`config.mk`:
```
export PLATFORM = sky130hd
export DESIGN_NAME = scs8hd_or_tree_pipe
export DESIGN_NICKNAME = d
export VERILOG_FILES = /design/src/rtl/scs8hd_or_tree_pipe.sv
export SDC_FILE = /design/constraint.sdc
export NUM_CORES = 1
export LEC_CHECK = 0
export CAP_MARGIN = 20
export CORE_MARGIN = 5
export CORE_UTILIZATION = 35
export CTS_CLUSTER_SIZE = 12
export DETAILED_ROUTE_END_ITERATION = 16
export PLACE_DENSITY = 0.68
export SYNTH_ARGS = -nofsm -noshare
export SYNTH_HDL_FRONTEND = slang
export SYNTH_SLANG_ARGS = --single-unit
export TNS_END_PERCENT = 20
```
`constraint.sdc`:
```
create_clock -name CLK -period 1 [get_ports CLK]
set_clock_uncertainty 0.15 [all_clocks]
set_input_delay 0.25 -clock CLK [delete_from_list [all_inputs] [get_ports CLK]]
set_output_delay 0.25 -clock CLK [all_outputs]
set_load 0.005 [all_outputs]
```
`src/rtl/scs8hd_or_tree_pipe.sv`:
```
// ---------------------------------------------------------------------------
// scs8hd_or_tree_pipe
//   Pipelined multi-channel OR-reduction with a valid/ready handshake and an
//   optional sticky accumulator. Each of CH channels reduces WIDTH bits through
//   a registered radix-3 OR tree. Partial groups at each level are zero-padded.
//   Latency is L = max(1, ceil(log3(WIDTH))) cycles and throughput is one beat
//   per cycle.
//
// Ports
//   CLK        in   1         clock, rising edge
//   RESETB     in   1         asynchronous active-low reset
//   A          in   CH*WIDTH  channel c occupies A[c*WIDTH +: WIDTH]
//   VALID_IN   in   1         A is valid this cycle
//   READY_OUT  out  1         block accepts A this cycle (combinational)
//   X          out  CH        per-channel OR result (combinational on STICKY)
//   VALID_OUT  out  1         X is valid this cycle
//   READY_IN   in   1         downstream accepts X this cycle
//   STICKY     in   1         1 = OR the accumulator into X
//   CLR        in   1         synchronous clear of the accumulator
// ---------------------------------------------------------------------------
module scs8hd_or_tree_pipe #(
  parameter int unsigned WIDTH = 9,
  parameter int unsigned CH    = 2
) (
  input  logic                  CLK,
  input  logic                  RESETB,
  input  logic [CH*WIDTH-1:0]   A,
  input  logic                  VALID_IN,
  output logic                  READY_OUT,
  output logic [CH-1:0]         X,
  output logic                  VALID_OUT,
  input  logic                  READY_IN,
  input  logic                  STICKY,
  input  logic                  CLR
);

  // Per-channel bit count after k radix-3 reductions.
  function automatic int unsigned f_lvl_w(input int unsigned w, input int unsigned k);
    int unsigned r;
    r = w;
    for (int unsigned i = 0; i < k; i++) begin
      r = (r + 2) / 3;
    end
    return r;
  endfunction

  // Number of registered levels; at least one even when WIDTH=1.
  function automatic int unsigned f_levels(input int unsigned w);
    int unsigned r;
    int unsigned n;
    r = w;
    n = 0;
    while (r > 1) begin
      r = (r + 2) / 3;
      n++;
    end
    return (n == 0) ? 1 : n;
  endfunction

  localparam int unsigned L = f_levels(WIDTH);

  logic          w_en;
  logic [CH-1:0] w_r;
  logic [CH-1:0] r_acc;

  // Global advance: bubbles are not squeezed out, the whole tree moves together.
  assign w_en      = !VALID_OUT || READY_IN;
  assign READY_OUT = w_en;

  for (genvar k = 1; k <= L; k++) begin : g_lvl
    localparam int unsigned WP = f_lvl_w(WIDTH, k - 1);
    localparam int unsigned WC = f_lvl_w(WIDTH, k);

    logic [CH*WP-1:0]   w_prev;
    logic               w_prev_vld;
    logic [CH*3*WC-1:0] w_pad;
    logic [CH*WC-1:0]   w_next;
    logic [CH*WC-1:0]   r_data;
    logic               r_vld;

    if (k == 1) begin : g_src
      assign w_prev     = A;
      assign w_prev_vld = VALID_IN;
    end else begin : g_src
      assign w_prev     = g_lvl[k-1].r_data;
      assign w_prev_vld = g_lvl[k-1].r_vld;
    end

    // Zero-extend each channel to a whole number of 3-bit groups.
    always_comb begin
      w_pad = '0;
      for (int unsigned c = 0; c < CH; c++) begin
        w_pad[c*3*WC +: 3*WC] = (3*WC)'(w_prev[c*WP +: WP]);
      end
    end

    // One OR3 per group.
    always_comb begin
      w_next = '0;
      for (int unsigned c = 0; c < CH; c++) begin
        for (int unsigned j = 0; j < WC; j++) begin
          w_next[c*WC + j] = |w_pad[c*3*WC + 3*j +: 3];
        end
      end
    end

    // Level register: loads on advance, holds otherwise.
    always_ff @(posedge CLK or negedge RESETB) begin
      if (!RESETB) begin
        r_data <= '0;
        r_vld  <= 1'b0;
      end else if (w_en) begin
        r_data <= w_next;
        r_vld  <= w_prev_vld;
      end
    end
  end

  assign w_r       = g_lvl[L].r_data;
  assign VALID_OUT = g_lvl[L].r_vld;

  // Sticky accumulator; a coincident CLR still lets the current beat see the old value.
  always_ff @(posedge CLK or negedge RESETB) begin
    if (!RESETB) begin
      r_acc <= '0;
    end else if (CLR) begin
      r_acc <= '0;
    end else if (VALID_OUT && READY_IN) begin
      r_acc <= r_acc | X;
    end
  end

  assign X = w_r | (STICKY ? r_acc : '0);

endmodule

```
Word level (Yosys, flattened, before mapping)
Index checks and enable logic that the tools add are counted.
Storage, ports and cells
  logic and storage cells: 22
  input bits: 24
  bits in registers: 12
Operators by class
  multiplexer cells: 3
  bitwise operators: 2
  reduce and logical (&&, ||, !) cells: 12
Operator list (number)
  3-bit OR reduction: 8
  2-bit two-way mux: 3
  2-bit bitwise OR: 2
  2-bit nonzero test: 1
  1-bit logical AND: 1
  1-bit logical NOT: 1
  1-bit logical OR: 1

Logic depth before layout (Yosys ltp)
  depth in word-level cells: 5
  gate-level depth with buffers: 3
  gate-level depth less buffers: 2

Worst setup path after synthesis
OpenSTA, ideal clock, no wires.
  kind: reg-to-reg
  start point: register g_lvl[2].r_vld (netlist: VALID_OUT)
  end point: register g_lvl[1].r_vld
  path buffers: 0
  library setup time: 0.125 ns
  required time: 0.725 ns
  setup slack: -0.054 ns
  arrival: 0.779 ns
  stages on the path, launching flop included: 3
  cell sequence: dfrtp_1 > nand2b_4 > mux2_4
Between the ends
  cells in the longest elaborated chain, start to end: 2
Ends and longest elaborated chain
  from (decl): line 79  | logic r_vld;
  from (signal assigned): line 114  | r_vld <= w_prev_vld;
  1-bit logical NOT: line 67  | assign w_en = !VALID_OUT || READY_IN;
  1-bit logical OR: line 67
  to (signal assigned): line 114
  to (decl): line 79
Every way passes these cells.
A chain may end at the register's enable or synchronous reset.

Final worst setup path
  start point: register g_lvl[2].r_vld (netlist: VALID_OUT)
  end point: output READY_OUT
Between the ends
  cells in the longest elaborated chain, start to end: 2
Ends and longest elaborated chain
  1-bit logical NOT: line 67
  1-bit logical OR: line 67
  to (decl): line 29  | output logic READY_OUT,
Every way passes these cells.

==> summary.md <==
| Metric | Value |
|---|---|
| Status | finished, violations left |
| Failing checks | setup timing |
| Layout filler cell count | approximately 170 |
| DR vias | 508 |
| Avg WL per Cell | 12.8 um |
| Number of vias per cell | 4.88 |
| Routed WL | between 1 and 1.5 mm |
| Fmax | 732 MHz |
| Layout Cells excl Fill | between 100 and 150 |
| Yosys top cell by area | dfrtp_1 |
| Sw power | roughly 300 uW |
| Initial antenna violation count | 0 |
| Largest net degree at the start of global routing | 13 |
| Critical Path RT | 0.60 ns |
| Setup CP Type | reg2out |
| Tmin final | between 1 and 1.5 ns |
| Starting Density | 0.359 |
| Starting DRC count in detailed routing | 0 |
| Core area | 1690 um^2 |
| Fin crit share | 1.37 |
| CTS tree | done |
| Cell Area, Synth | 607 um^2 |
| Arr. time, crit path | a little under 1 ns |
| Layout cell share with drive strength beyond 1 | 0.414 |
| DRC errors left | 0 |
| Inst Count DP | 97 |
| Row cnt | 15 |
| Final setup vio count | 16 |
| Vias in the first global route | 507 |
| Global Route Usage Sum | 0.113 |
| Syn nets | 72 |
| Final Net Count | 112 |
| # diodes | 0 |
| Sequential group share of total power | 0.438 |
| First-pass GRT wire length | 2.12 mm |
| Post-route setup slack | -0.367 ns |
| Sw Share | 0.243 |
| Max transition margin | 0.845 |
| RSZ-0062 raised after global routing | true |
| DRT Pass-1 Iters | 1 |
| Final HPWL from detailed placement | between 1 and 1.5 mm |
| VDD IR max | around 0.00066 V |
| Final ANT Viol Nets | 0 |
| Clock power frac | 0.325 |
| Clock buffer depth | 2 |
| Synthesis-to-layout area growth | 64.5% |
| CP Capture Type | primary output |
| Sequential share of the synthesized area | 0.495 |
| Die footprint | around 2700 um^2 |
| DIE HEIGHT | between 50 and 60 um |
| Fin Setup TNS | -3.17 ns |
| Logic gate share of total power | 0.237 |
| FF+latch count, synth | 12 |
| Synth Area per Inst | approximately 13 um^2 |
| Worst Hold Class | in2async |
| Final Hold Fails | 0 |
| Die width | around 52 um |
| CTS Buf Count | 3 |
| Top cell type's share of synthesized area | 0.495 |
| Clk slew on worst S/H paths | 0.08 ns |
| Clk sinks | 12 |
| PortBufs | 27 |
| Root Buffer | clkbuf_4 |
| Worst slew pin tran | 0.230 ns |
| Synth Instances | 48 |
| Grt total ovfl | 0 |
| Synth unique cells | 12 |
| Startpoint Class | flip-flop |
| Gpl congestion | between 0.6 and 0.7 |
| Worst hold margin | 0.141 ns |
| Worst-skew pair later-pin latency | 0.28 ns |
| CP max FO | 2 |
| Synth area leaders | dfrtp_1 49%, nor3b_2 16%, a21oi_2 12% |
| # IOs | 28 |
| Max Cap Viol | 0 |
| Max-slew violation count | 0 |
| Internal Power | 935 uW |
| Leakage | 0.000383 uW |
| H-tree Lvls | 1 |
| Ys Warns | 0 |
| Pwr Density | 1240 nW/um^2 |
cells in the mapped netlist:
master    number
a21o_1         2
a21oi_2        8
a31oi_1        2
buf_4          2
buf_6          1
dfrtp_1       12
mux2_4         1
nand2b_1       1
nand2b_4       1
nor2_1         2
nor3_1         8
nor3b_2        8
layer usage:
layer | wire, um | part of all wire | GRT usage | vias up
met5 | 0 | 0 | 0 | -
met4 | 42 | 0.031 | 0.105 | 0
met3 | 120 | 0.090 | 0.0143 | 4
met2 | 670 | 0.50 | 0.199 | 21
met1 | 500 | 0.37 | 0.113 | 234
li1 | - | - | - | 249
layout make-up:
class	instances	area (um^2)	area share
well taps	17	21.3	0.0213
clock buffers	4	36.3	0.0363
flip-flops and latches	12	300	0.301
repair buffers	38	360	0.361
multi-input cells	33	280	0.281
path summary, 6_finish.rpt:
| check | from | endpoint | slack (ns) | cells after the start |
|---|---|---|---|---|
| setup reg to reg | VALID_OUT | g_lvl[1].r_vld | -0.33 | 4 |
| hold / removal | RESETB | g_lvl[1].r_data[1] | 0.14 | 2 |
| min in group CLK | g_lvl[1].r_vld | VALID_OUT | 0.33 | 1 |
| hold reg to reg | g_lvl[1].r_vld | VALID_OUT | 0.33 | 1 |
| setup / recovery | VALID_OUT | READY_OUT | -0.37 | 3 |
| max in group asynchronous | RESETB | g_lvl[1].r_data[4] | 0.45 | 2 |
power groups by stage:
stage	Clock, uW	Combinational [uW]	Sequential [uW]
2_1_floorplan	0	117	550
5_1_grt	425	318	546
3_5_place_dp	0	272	555
6_report	401	292	541
4_1_cts	405	298	540
3_3_place_gp	0	267	552
sequential cells by signal, indices dropped and copies added (netlist names):
name and flops:
VALID_OUT 1, g_lvl.r_data 8, g_lvl.r_vld 1, r_acc 2
worst max-delay path: stages (launching register included):
cell	delay, ns
dfrtp_1	0.40
buf_6	0.13
nand2b_4	0.07
buf_6	0.09
logic make-up after synthesis:
family	count (synthesis)	synth area share
muxes	1	0.0247
and+or+nand+nor	20	0.276
DFF	12	0.495
AOI/OAI and AO/OA	12	0.161
buffers and inverters	3	0.0433
metrics by stage:
stage | power [uW] | utilization | setup WS (ns) | instance area, um^2
3_3_place_gp | 820 | 0.559 | -0.751 | 945
6_report | 1230 | 0.591 | -0.367 | 998
5_1_grt | 1290 | 0.591 | -0.413 | 998
3_5_place_dp | 827 | 0.559 | -0.761 | 945
2_1_floorplan | 667 | - | -0.0545 | 607
4_1_cts | 1240 | 0.591 | -0.361 | 998
what timing repair did:
| item | 4_1_cts | 5_1_grt |
|---|---|---|
| hold buffers | 0 | 0 |
| gates resized for setup | 18 | 0 |
| pin swaps | 3 | 1 |
| setup endpoints to repair | 16 | 16 |
| setup buffers | 3 | 0 |
cells in the final DEF (no fill, tap or decap), drive strengths merged:
cell type	count
a31oi	2
nand2b	2
nor3	8
mux2	1
clkbuf	4
a21oi	8
dfrtp	12
nor3b	8
buf	14
clkdlybuf4s50	21
nor2	2
a21o	2
dlygate4sd2	3
Power figures use the tool's default switching activity.
